### config.mk
export PLATFORM = sky130hd
export DESIGN_NAME = lbm_sweep_ctrl_flat
export DESIGN_NICKNAME = d
export VERILOG_FILES = /design/src/rtl/lbm_ctrl_pkg.sv /design/src/rtl/lbm_sweep_ctrl_if.sv /design/src/rtl/lbm_wb_delay.sv /design/src/rtl/lbm_sweep_ctrl.sv /design/src/flat_wrapper.sv
export SDC_FILE = /design/constraint.sdc
export NUM_CORES = 1
export LEC_CHECK = 0
export ABC_AREA = 0
export BUFFER_PORTS_ARGS = -buffer_cell sky130_fd_sc_hd__buf_2
export CORE_ASPECT_RATIO = 0.9
export CORE_UTILIZATION = 55
export DETAILED_ROUTE_END_ITERATION = 10
export GPL_ROUTABILITY_DRIVEN = 1
export GPL_TIMING_DRIVEN = 0
export PLACE_DENSITY = 0.79
export SKIP_CTS_REPAIR_TIMING = 1
export SYNTH_ARGS = -nofsm -noshare
export SYNTH_HDL_FRONTEND = slang
export SYNTH_SLANG_ARGS = --single-unit
export TNS_END_PERCENT = 5
### constraint.sdc
create_clock -name Clk -period 3 [get_ports Clk]
set_input_delay 0.6 -clock Clk [delete_from_list [all_inputs] [get_ports Clk]]
set_output_delay 0.6 -clock Clk [all_outputs]
set_load 0.01 [all_outputs]
### src/rtl/lbm_ctrl_pkg.sv
// lbm_ctrl_pkg: shared state encoding, phase codes and default grid geometry for the LBM sweep scheduler
package lbm_ctrl_pkg;
  typedef enum logic [2:0] {S_IDLE, S_COLLIDE, S_DRAIN_C, S_STREAM, S_DRAIN_S, S_DONE} state_t;
  localparam logic [1:0] PHASE_IDLE = 2'd0;
  localparam logic [1:0] PHASE_COLLIDE = 2'd1;
  localparam logic [1:0] PHASE_STREAM = 2'd2;
  localparam int DEF_GRID_W = 16;
  localparam int DEF_GRID_H = 16;
  localparam int DEF_PIPE_LAT = 3;
  localparam int DEF_STEP_WIDTH = 16;
endpackage

### src/rtl/lbm_sweep_ctrl_if.sv
// lbm_sweep_ctrl_if: cell read-issue and write-back signals between sweep scheduler (master) and datapath (slave)
interface lbm_sweep_ctrl_if import lbm_ctrl_pkg::*; #(
  parameter int GRID_W = DEF_GRID_W,
  parameter int GRID_H = DEF_GRID_H
);
  localparam int A_W = $clog2(GRID_W * GRID_H);
  logic dp_ready;
  logic rd_valid;
  logic [A_W-1:0] rd_addr;
  logic [$clog2(GRID_H)-1:0] row;
  logic [$clog2(GRID_W)-1:0] col;
  logic wr_en;
  logic [A_W-1:0] wr_addr;
  logic edge_flag;
  modport master (input dp_ready, output rd_valid, rd_addr, row, col, wr_en, wr_addr, edge_flag);
  modport slave (output dp_ready, input rd_valid, rd_addr, row, col, wr_en, wr_addr, edge_flag);
endinterface

### src/rtl/lbm_wb_delay.sv
// lbm_wb_delay: PIPE_LAT-deep {valid, addr} write-back delay line; o_any_valid flags cells still behind the output stage
module lbm_wb_delay #(
  parameter int PIPE_LAT = 3,
  parameter int A_W = 8
) (
  input  logic clk,
  input  logic rst,
  input  logic i_valid,
  input  logic [A_W-1:0] i_addr,
  output logic o_valid,
  output logic [A_W-1:0] o_addr,
  output logic o_any_valid
);
  logic [PIPE_LAT-1:0] r_valid;
  logic [A_W-1:0] r_addr [PIPE_LAT];
  // shift every cycle regardless of datapath stalls; reset flushes all pending write-backs
  always_ff @(posedge clk) begin
    if (rst) begin
      r_valid <= '0;
      for (int i = 0; i < PIPE_LAT; i++) r_addr[i] <= '0;
    end else begin
      r_valid[0] <= i_valid;
      r_addr[0] <= i_addr;
      for (int i = 1; i < PIPE_LAT; i++) begin
        r_valid[i] <= r_valid[i-1];
        r_addr[i] <= r_addr[i-1];
      end
    end
  end
  // OR of every stage ahead of the output; zero means the emerging cell is the youngest in flight
  always_comb begin
    o_any_valid = 1'b0;
    for (int i = 0; i < PIPE_LAT - 1; i++) o_any_valid = o_any_valid | r_valid[i];
  end
  assign o_valid = r_valid[PIPE_LAT-1];
  assign o_addr = r_addr[PIPE_LAT-1];
endmodule

### src/rtl/lbm_sweep_ctrl.sv
// lbm_sweep_ctrl: collide/stream grid-sweep scheduler; define LBM_SWEEP_BOUNDARY_EN to generate the boundary-cell edge_flag
module lbm_sweep_ctrl import lbm_ctrl_pkg::*; #(
  parameter int GRID_W = DEF_GRID_W,
  parameter int GRID_H = DEF_GRID_H,
  parameter int PIPE_LAT = DEF_PIPE_LAT,
  parameter int STEP_WIDTH = DEF_STEP_WIDTH
) (
  input  logic Clk,
  input  logic Reset,
  input  logic start,
  input  logic [STEP_WIDTH-1:0] num_steps,
  output logic busy,
  output logic done,
  output logic [1:0] phase,
  output logic [STEP_WIDTH-1:0] step_count,
  lbm_sweep_ctrl_if.master io
);
  localparam int N = GRID_W * GRID_H;
  localparam int A_W = $clog2(N);
  localparam int R_W = $clog2(GRID_H);
  localparam int C_W = $clog2(GRID_W);
  state_t r_state, w_next;
  logic [R_W-1:0] r_row;
  logic [C_W-1:0] r_col;
  logic [STEP_WIDTH-1:0] r_step, r_num;
  logic [A_W-1:0] w_addr, w_wr_addr;
  logic w_issue, w_accept, w_last_cell, w_col_wrap, w_wr_en, w_any_valid, w_final_wb;
  assign w_issue = (r_state == S_COLLIDE) || (r_state == S_STREAM);
  assign w_accept = w_issue & io.dp_ready;
  assign w_addr = A_W'(r_row) * A_W'(GRID_W) + A_W'(r_col);
  assign w_last_cell = w_addr == A_W'(N - 1);
  assign w_col_wrap = r_col == C_W'(GRID_W - 1);
  assign w_final_wb = w_wr_en & ~w_any_valid;
  lbm_wb_delay #(.PIPE_LAT(PIPE_LAT), .A_W(A_W)) u_wb (
    .clk(Clk),
    .rst(Reset),
    .i_valid(w_accept),
    .i_addr(w_addr),
    .o_valid(w_wr_en),
    .o_addr(w_wr_addr),
    .o_any_valid(w_any_valid)
  );
  // state register
  always_ff @(posedge Clk) r_state <= Reset ? S_IDLE : w_next;
  // sweep sequencing: drains end when the last cell of the sweep writes back
  always_comb begin
    w_next = r_state;
    case (r_state)
      S_IDLE:    if (start) w_next = (num_steps == '0) ? S_DONE : S_COLLIDE;
      S_COLLIDE: if (w_accept && w_last_cell) w_next = S_DRAIN_C;
      S_DRAIN_C: if (w_final_wb) w_next = S_STREAM;
      S_STREAM:  if (w_accept && w_last_cell) w_next = S_DRAIN_S;
      S_DRAIN_S: if (w_final_wb) w_next = (r_step + STEP_WIDTH'(1) < r_num) ? S_COLLIDE : S_DONE;
      default:   w_next = S_IDLE;
    endcase
  end
  // cell cursor, latched step target and completed-step counter
  always_ff @(posedge Clk) begin
    if (Reset) begin
      r_row <= '0;
      r_col <= '0;
      r_step <= '0;
      r_num <= '0;
    end else if (r_state == S_IDLE && start) begin
      r_row <= '0;
      r_col <= '0;
      r_step <= '0;
      r_num <= num_steps;
    end else begin
      if (w_accept) begin
        r_col <= w_col_wrap ? '0 : r_col + C_W'(1);
        r_row <= w_last_cell ? '0 : w_col_wrap ? r_row + R_W'(1) : r_row;
      end
      if (r_state == S_DRAIN_S && w_final_wb) r_step <= r_step + STEP_WIDTH'(1);
    end
  end
  assign busy = (r_state != S_IDLE) && (r_state != S_DONE);
  assign done = r_state == S_DONE;
  assign phase = (r_state == S_COLLIDE || r_state == S_DRAIN_C) ? PHASE_COLLIDE :
                 (r_state == S_STREAM || r_state == S_DRAIN_S) ? PHASE_STREAM : PHASE_IDLE;
  assign step_count = r_step;
  assign io.rd_valid = w_issue;
  assign io.rd_addr = w_addr;
  assign io.row = r_row;
  assign io.col = r_col;
  assign io.wr_en = w_wr_en;
  assign io.wr_addr = w_wr_addr;
`ifdef LBM_SWEEP_BOUNDARY_EN
  assign io.edge_flag = w_issue & (r_row == '0 || r_row == R_W'(GRID_H - 1) || r_col == '0 || w_col_wrap);
`else
  assign io.edge_flag = 1'b0;
`endif
endmodule

### src/flat_wrapper.sv
// flat-port wrapper written by rule: the top's interface ports become plain ports
module lbm_sweep_ctrl_flat import lbm_ctrl_pkg::*;
#(
  parameter int GRID_W = DEF_GRID_W,
  parameter int GRID_H = DEF_GRID_H,
  parameter int PIPE_LAT = DEF_PIPE_LAT,
  parameter int STEP_WIDTH = DEF_STEP_WIDTH
)
  (Clk, Reset, start, num_steps, busy, done, phase, step_count, io_dp_ready, io_rd_valid, io_rd_addr, io_row, io_col, io_wr_en, io_wr_addr, io_edge_flag);
  lbm_sweep_ctrl_if #(.GRID_W(GRID_W), .GRID_H(GRID_H)) io_i ();
  input  logic Clk;
  input  logic Reset;
  input  logic start;
  input  logic [STEP_WIDTH-1:0] num_steps;
  output logic busy;
  output logic done;
  output logic [1:0] phase;
  output logic [STEP_WIDTH-1:0] step_count;
  input wire logic [$bits(io_i.dp_ready)-1:0] io_dp_ready;
  output wire logic [$bits(io_i.rd_valid)-1:0] io_rd_valid;
  output wire logic [$bits(io_i.rd_addr)-1:0] io_rd_addr;
  output wire logic [$bits(io_i.row)-1:0] io_row;
  output wire logic [$bits(io_i.col)-1:0] io_col;
  output wire logic [$bits(io_i.wr_en)-1:0] io_wr_en;
  output wire logic [$bits(io_i.wr_addr)-1:0] io_wr_addr;
  output wire logic [$bits(io_i.edge_flag)-1:0] io_edge_flag;
  assign io_i.dp_ready = io_dp_ready;
  assign io_rd_valid = io_i.rd_valid;
  assign io_rd_addr = io_i.rd_addr;
  assign io_row = io_i.row;
  assign io_col = io_i.col;
  assign io_wr_en = io_i.wr_en;
  assign io_wr_addr = io_i.wr_addr;
  assign io_edge_flag = io_i.edge_flag;
  lbm_sweep_ctrl #(.GRID_W(GRID_W), .GRID_H(GRID_H), .PIPE_LAT(PIPE_LAT), .STEP_WIDTH(STEP_WIDTH)) u_core (.Clk(Clk), .Reset(Reset), .start(start), .num_steps(num_steps), .busy(busy), .done(done), .phase(phase), .step_count(step_count), .io(io_i));
endmodule
==> run_summary.xml <==
<?xml version="1.0" encoding="UTF-8"?>
<metrics>
  <group name="critical_path">
    <metric name="worst_ep_arrival_time" unit="ps">2780</metric>
    <metric name="crit_fanout" unit="">5</metric>
    <metric name="worstSetupPathType" unit="">register to register</metric>
    <metric name="setup.worst_path.start" unit="">u_core.step_count[0]</metric>
    <metric name="reg_to_reg_startpoint" unit="">u_core.step_count[0]</metric>
    <metric name="r2r_cells" unit="">10</metric>
    <metric name="critPathRequiredTime" unit="ps">3230</metric>
    <metric name="crit_path_start_kind" unit="">register</metric>
    <metric name="setup.worst_path.end_class" unit="">register</metric>
  </group>
  <group name="global_routing">
    <metric name="global_route.overflow_total" unit="">0</metric>
    <metric name="grt_antenna_before_repair" unit="">0</metric>
    <metric name="gr-usage-all-layers" unit="%">22.8</metric>
    <metric name="first_pass_grt_wire_length" unit="µm">11800</metric>
    <metric name="grt_start_max_net_pins" unit="">14</metric>
    <metric name="grt_pass1_vias" unit="">2745</metric>
  </group>
  <group name="logic_synthesis">
    <metric name="yosys-mux-area-fraction" unit="%">1.16</metric>
    <metric name="synth.cell_area" unit="µm²">3460</metric>
    <metric name="synthDominantAreaCellType" unit="">dfxtp_1</metric>
    <metric name="synth_xor_area_share" unit="%">8.09</metric>
    <metric name="synth_cells" unit="">391</metric>
    <metric name="synthTopCellsByArea" unit="">dfxtp_1 40%, ha_1 6.5%, nand2_1 5.9%</metric>
    <metric name="post_synth_and_or_nand_nor_area_fraction" unit="%">27.8</metric>
    <metric name="synth_top_area_share" unit="%">40.4</metric>
    <metric name="synth_top_family_by_area" unit="">simple AND/OR/NAND/NOR gates</metric>
    <metric name="synth_nets" unit="">429</metric>
    <metric name="number_of_register_bits_inferred_by_synthesis" unit="">70</metric>
    <metric name="postSynth.topFlopCell" unit="">dfxtp_1</metric>
    <metric name="synth-warning-count" unit="">0</metric>
    <metric name="synth_edf_count" unit="">0</metric>
    <metric name="synth_adder_area_share" unit="%">6.50</metric>
    <metric name="synth_sequential_area_ratio" unit="%">40.4</metric>
    <metric name="synth_cell_types" unit="">45</metric>
    <metric name="synth-compound-area-share" unit="%">7.01</metric>
    <metric name="postSynthAreaPerCell" unit="µm²">8.86</metric>
    <metric name="synthArstFlopShare" unit="%">0</metric>
  </group>
  <group name="finish">
    <metric name="final_cell_count_no_fill" unit="">559</metric>
    <metric name="multi_input_comb_area" unit="µm²">1760</metric>
    <metric name="nFillCells" unit="">504</metric>
    <metric name="number_of_antenna_diodes" unit="">0</metric>
    <metric name="layout.cells.most_common_list" unit="">70 x buf_2, 70 x dfxtp_1, 54 x nand2_1, 30 x a21oi_1</metric>
    <metric name="finish.instance_area" unit="µm²">4080</metric>
    <metric name="nNetsFinal" unit="">505</metric>
    <metric name="layout.area.seq" unit="µm²">1400</metric>
    <metric name="areaGrowthSynthToFinish" unit="%">17.8</metric>
    <metric name="fin_util" unit="%">66.7</metric>
    <metric name="fraction_of_final_layout_cells_sized_beyond_drive_strength_1" unit="%">27.1</metric>
  </group>
  <group name="cts">
    <metric name="clkSlewWorstSetupHoldPaths" unit="ps">80</metric>
    <metric name="h-tree-depth" unit="">3</metric>
    <metric name="ctsRootBufferMaster" unit="">clkbuf_8</metric>
    <metric name="clkSinkCount" unit="">70</metric>
    <metric name="clk-insertion-delay-late" unit="ps">360</metric>
    <metric name="cts_max_path_buffers" unit="">2</metric>
    <metric name="cts_tree" unit="">yes</metric>
    <metric name="tritoncts.num_buffers" unit="">9</metric>
  </group>
  <group name="power_and_ir_drop">
    <metric name="vdd_drop_max" unit="mV">0.360</metric>
    <metric name="netSwitchingPower" unit="mW">0.450</metric>
    <metric name="cell_internal_pwr" unit="mW">1.32</metric>
    <metric name="pwr_dens" unit="nW/µm²">433</metric>
    <metric name="logic_pwr_share" unit="%">6.8</metric>
    <metric name="clockPowerShare" unit="%">39.3</metric>
    <metric name="power_leakage" unit="nW">1.80</metric>
    <metric name="netSwitchingFraction" unit="%">25.5</metric>
    <metric name="finalPower" unit="mW">1.77</metric>
    <metric name="seq_power_share" unit="%">53.9</metric>
  </group>
  <group name="run">
    <metric name="drv.max_cap_violation_count" unit="">0</metric>
  </group>
  <group name="placement">
    <metric name="place_congestion" unit="">0.822</metric>
    <metric name="port_buffers" unit="">65</metric>
    <metric name="detailedPlacementHpwl" unit="µm">5310</metric>
    <metric name="placed_cell_area" unit="µm²">3900</metric>
    <metric name="dp_slack" unit="ps">473</metric>
    <metric name="numPlacedInstances" unit="">543</metric>
  </group>
  <group name="hold_path">
    <metric name="min-delay-start" unit="">u_core.u_wb.r_addr[0][4]</metric>
    <metric name="hp-class" unit="">register to register</metric>
    <metric name="hold-path-cell-count" unit="">1</metric>
  </group>
  <group name="sta">
    <metric name="final.setup.worst_slack" unit="ps">452</metric>
    <metric name="rsz0062_at_grt" unit="">no</metric>
    <metric name="final_hold_slack" unit="ps">439</metric>
    <metric name="worst_clock_skew" unit="ps">5.20</metric>
    <metric name="timing.final.hold_violations" unit="">0</metric>
    <metric name="timing_max_transition_violations_final" unit="">0</metric>
    <metric name="finalSetupViolCount" unit="">0</metric>
    <metric name="period_minus_slack" unit="ps">2550</metric>
    <metric name="post_route_setup_tns" unit="ps">0</metric>
    <metric name="fin_crit_sh" unit="%">84.9</metric>
    <metric name="fmaxAchievable" unit="MHz">392</metric>
  </group>
  <group name="die">
    <metric name="die_area" unit="µm²">6620</metric>
    <metric name="io-pin-count" unit="">67</metric>
    <metric name="floorplan.rows" unit="">27</metric>
    <metric name="die_w" unit="µm">85.7</metric>
    <metric name="placeableCoreArea" unit="µm²">6110</metric>
    <metric name="fp.dieH" unit="µm">77.3</metric>
    <metric name="initial_utilization" unit="%">56.7</metric>
  </group>
  <group name="routing">
    <metric name="detail_route.wl_per_cell" unit="µm">12.4</metric>
    <metric name="first_iter_violations" unit="">118</metric>
    <metric name="detail-route-antenna-nets" unit="">0</metric>
    <metric name="num_vias" unit="">2851</metric>
    <metric name="totalWireLength" unit="µm">6920</metric>
    <metric name="via_to_cell_ratio" unit="">5.10</metric>
    <metric name="remaining_drc_errors" unit="">0</metric>
    <metric name="drtPass1Iterations" unit="">4</metric>
  </group>
  <group name="run_status">
    <metric name="run_status" unit="">finished, final reports clean</metric>
  </group>
</metrics>
[critical path, stage by stage (launching register included)]
cell and delay (ps):
dfxtp_1 430, ha_1 310, nand4_1 200, nor3_2 300, nand3_1 140, xnor2_1 150
ha_1 290, nand3_1 80, nand3_1 90, o21ai_0 290, o311ai_1 150
[cells by family after synthesis]
logic type	count (synthesis)
DFF	70
AOI/OAI and AO/OA	45
adders and majority gates	18
other	1
xor gates and xnor gates	32
and+or+nand+nor	169
muxes	4
buffers and inverters	52
[area by class of cell]
| cell class | count | share of cell area (%) |
|---|---|---|
| repair buffers | 65 | 7.97 |
| multi-input cells | 269 | 43.0 |
| flip-flops and latches | 70 | 34.3 |
| clock buffers | 10 | 3.37 |
| inverters | 17 | 1.56 |
| clock inverters | 6 | 1.10 |
| well taps | 87 | 2.67 |
| plain buffers | 35 | 5.95 |
[state kept, by name (all words and copies together) (netlist names)]
| register | cells |
|---|---|
| u_core.io.col | 4 |
| u_core.r_state | 3 |
| u_core.step_count | 16 |
| u_core.u_wb.r_addr | 24 |
| u_core.r_num | 16 |
| u_core.io.row | 4 |
| u_core.u_wb.r_valid | 3 |
[synthesized netlist by cell type, types with 4 or more instances]
library cell / count
a21oi_1: 30
buf_2: 5
buf_4: 21
clkbuf_1: 6
dfxtp_1: 70
ha_1: 18
inv_1: 17
mux2i_1: 4
nand2_1: 54
nand3_1: 14
nand4_1: 6
nor2_1: 28
nor2b_1: 28
nor3_1: 5
nor4_1: 6
o21ai_0: 8
or3_1: 5
xnor2_1: 15
xor2_1: 17
[metal layers]
layer / part of all wire, % / vias up / global-route usage [%]
met5: 0 / - / 0
met4: 2.8 / 0 / 11.0
met2: 50 / 76 / 38.6
met1: 42 / 1324 / 25.6
met3: 5.2 / 23 / 7.75
li1: - / 1428 / -
[final timing paths]
path	endpoint	slack (ps)
setup reg to reg	u_core.r_state[2]	450
setup / recovery	u_core.r_state[2]	450
hold / removal	u_core.u_wb.r_addr[0][12]	440
hold reg to reg	u_core.u_wb.r_addr[0][12]	440
[power groups by stage]
stage,clock [mW],sequential (mW),combinational (mW)
5_1_grt,0.751,0.954,0.136
3_5_place_dp,0,0.974,0.120
3_3_place_gp,0,0.973,0.116
4_1_cts,0.714,0.952,0.121
2_1_floorplan,0,0.972,0.0788
6_report,0.696,0.952,0.120
Power figures use the tool's default switching activity.
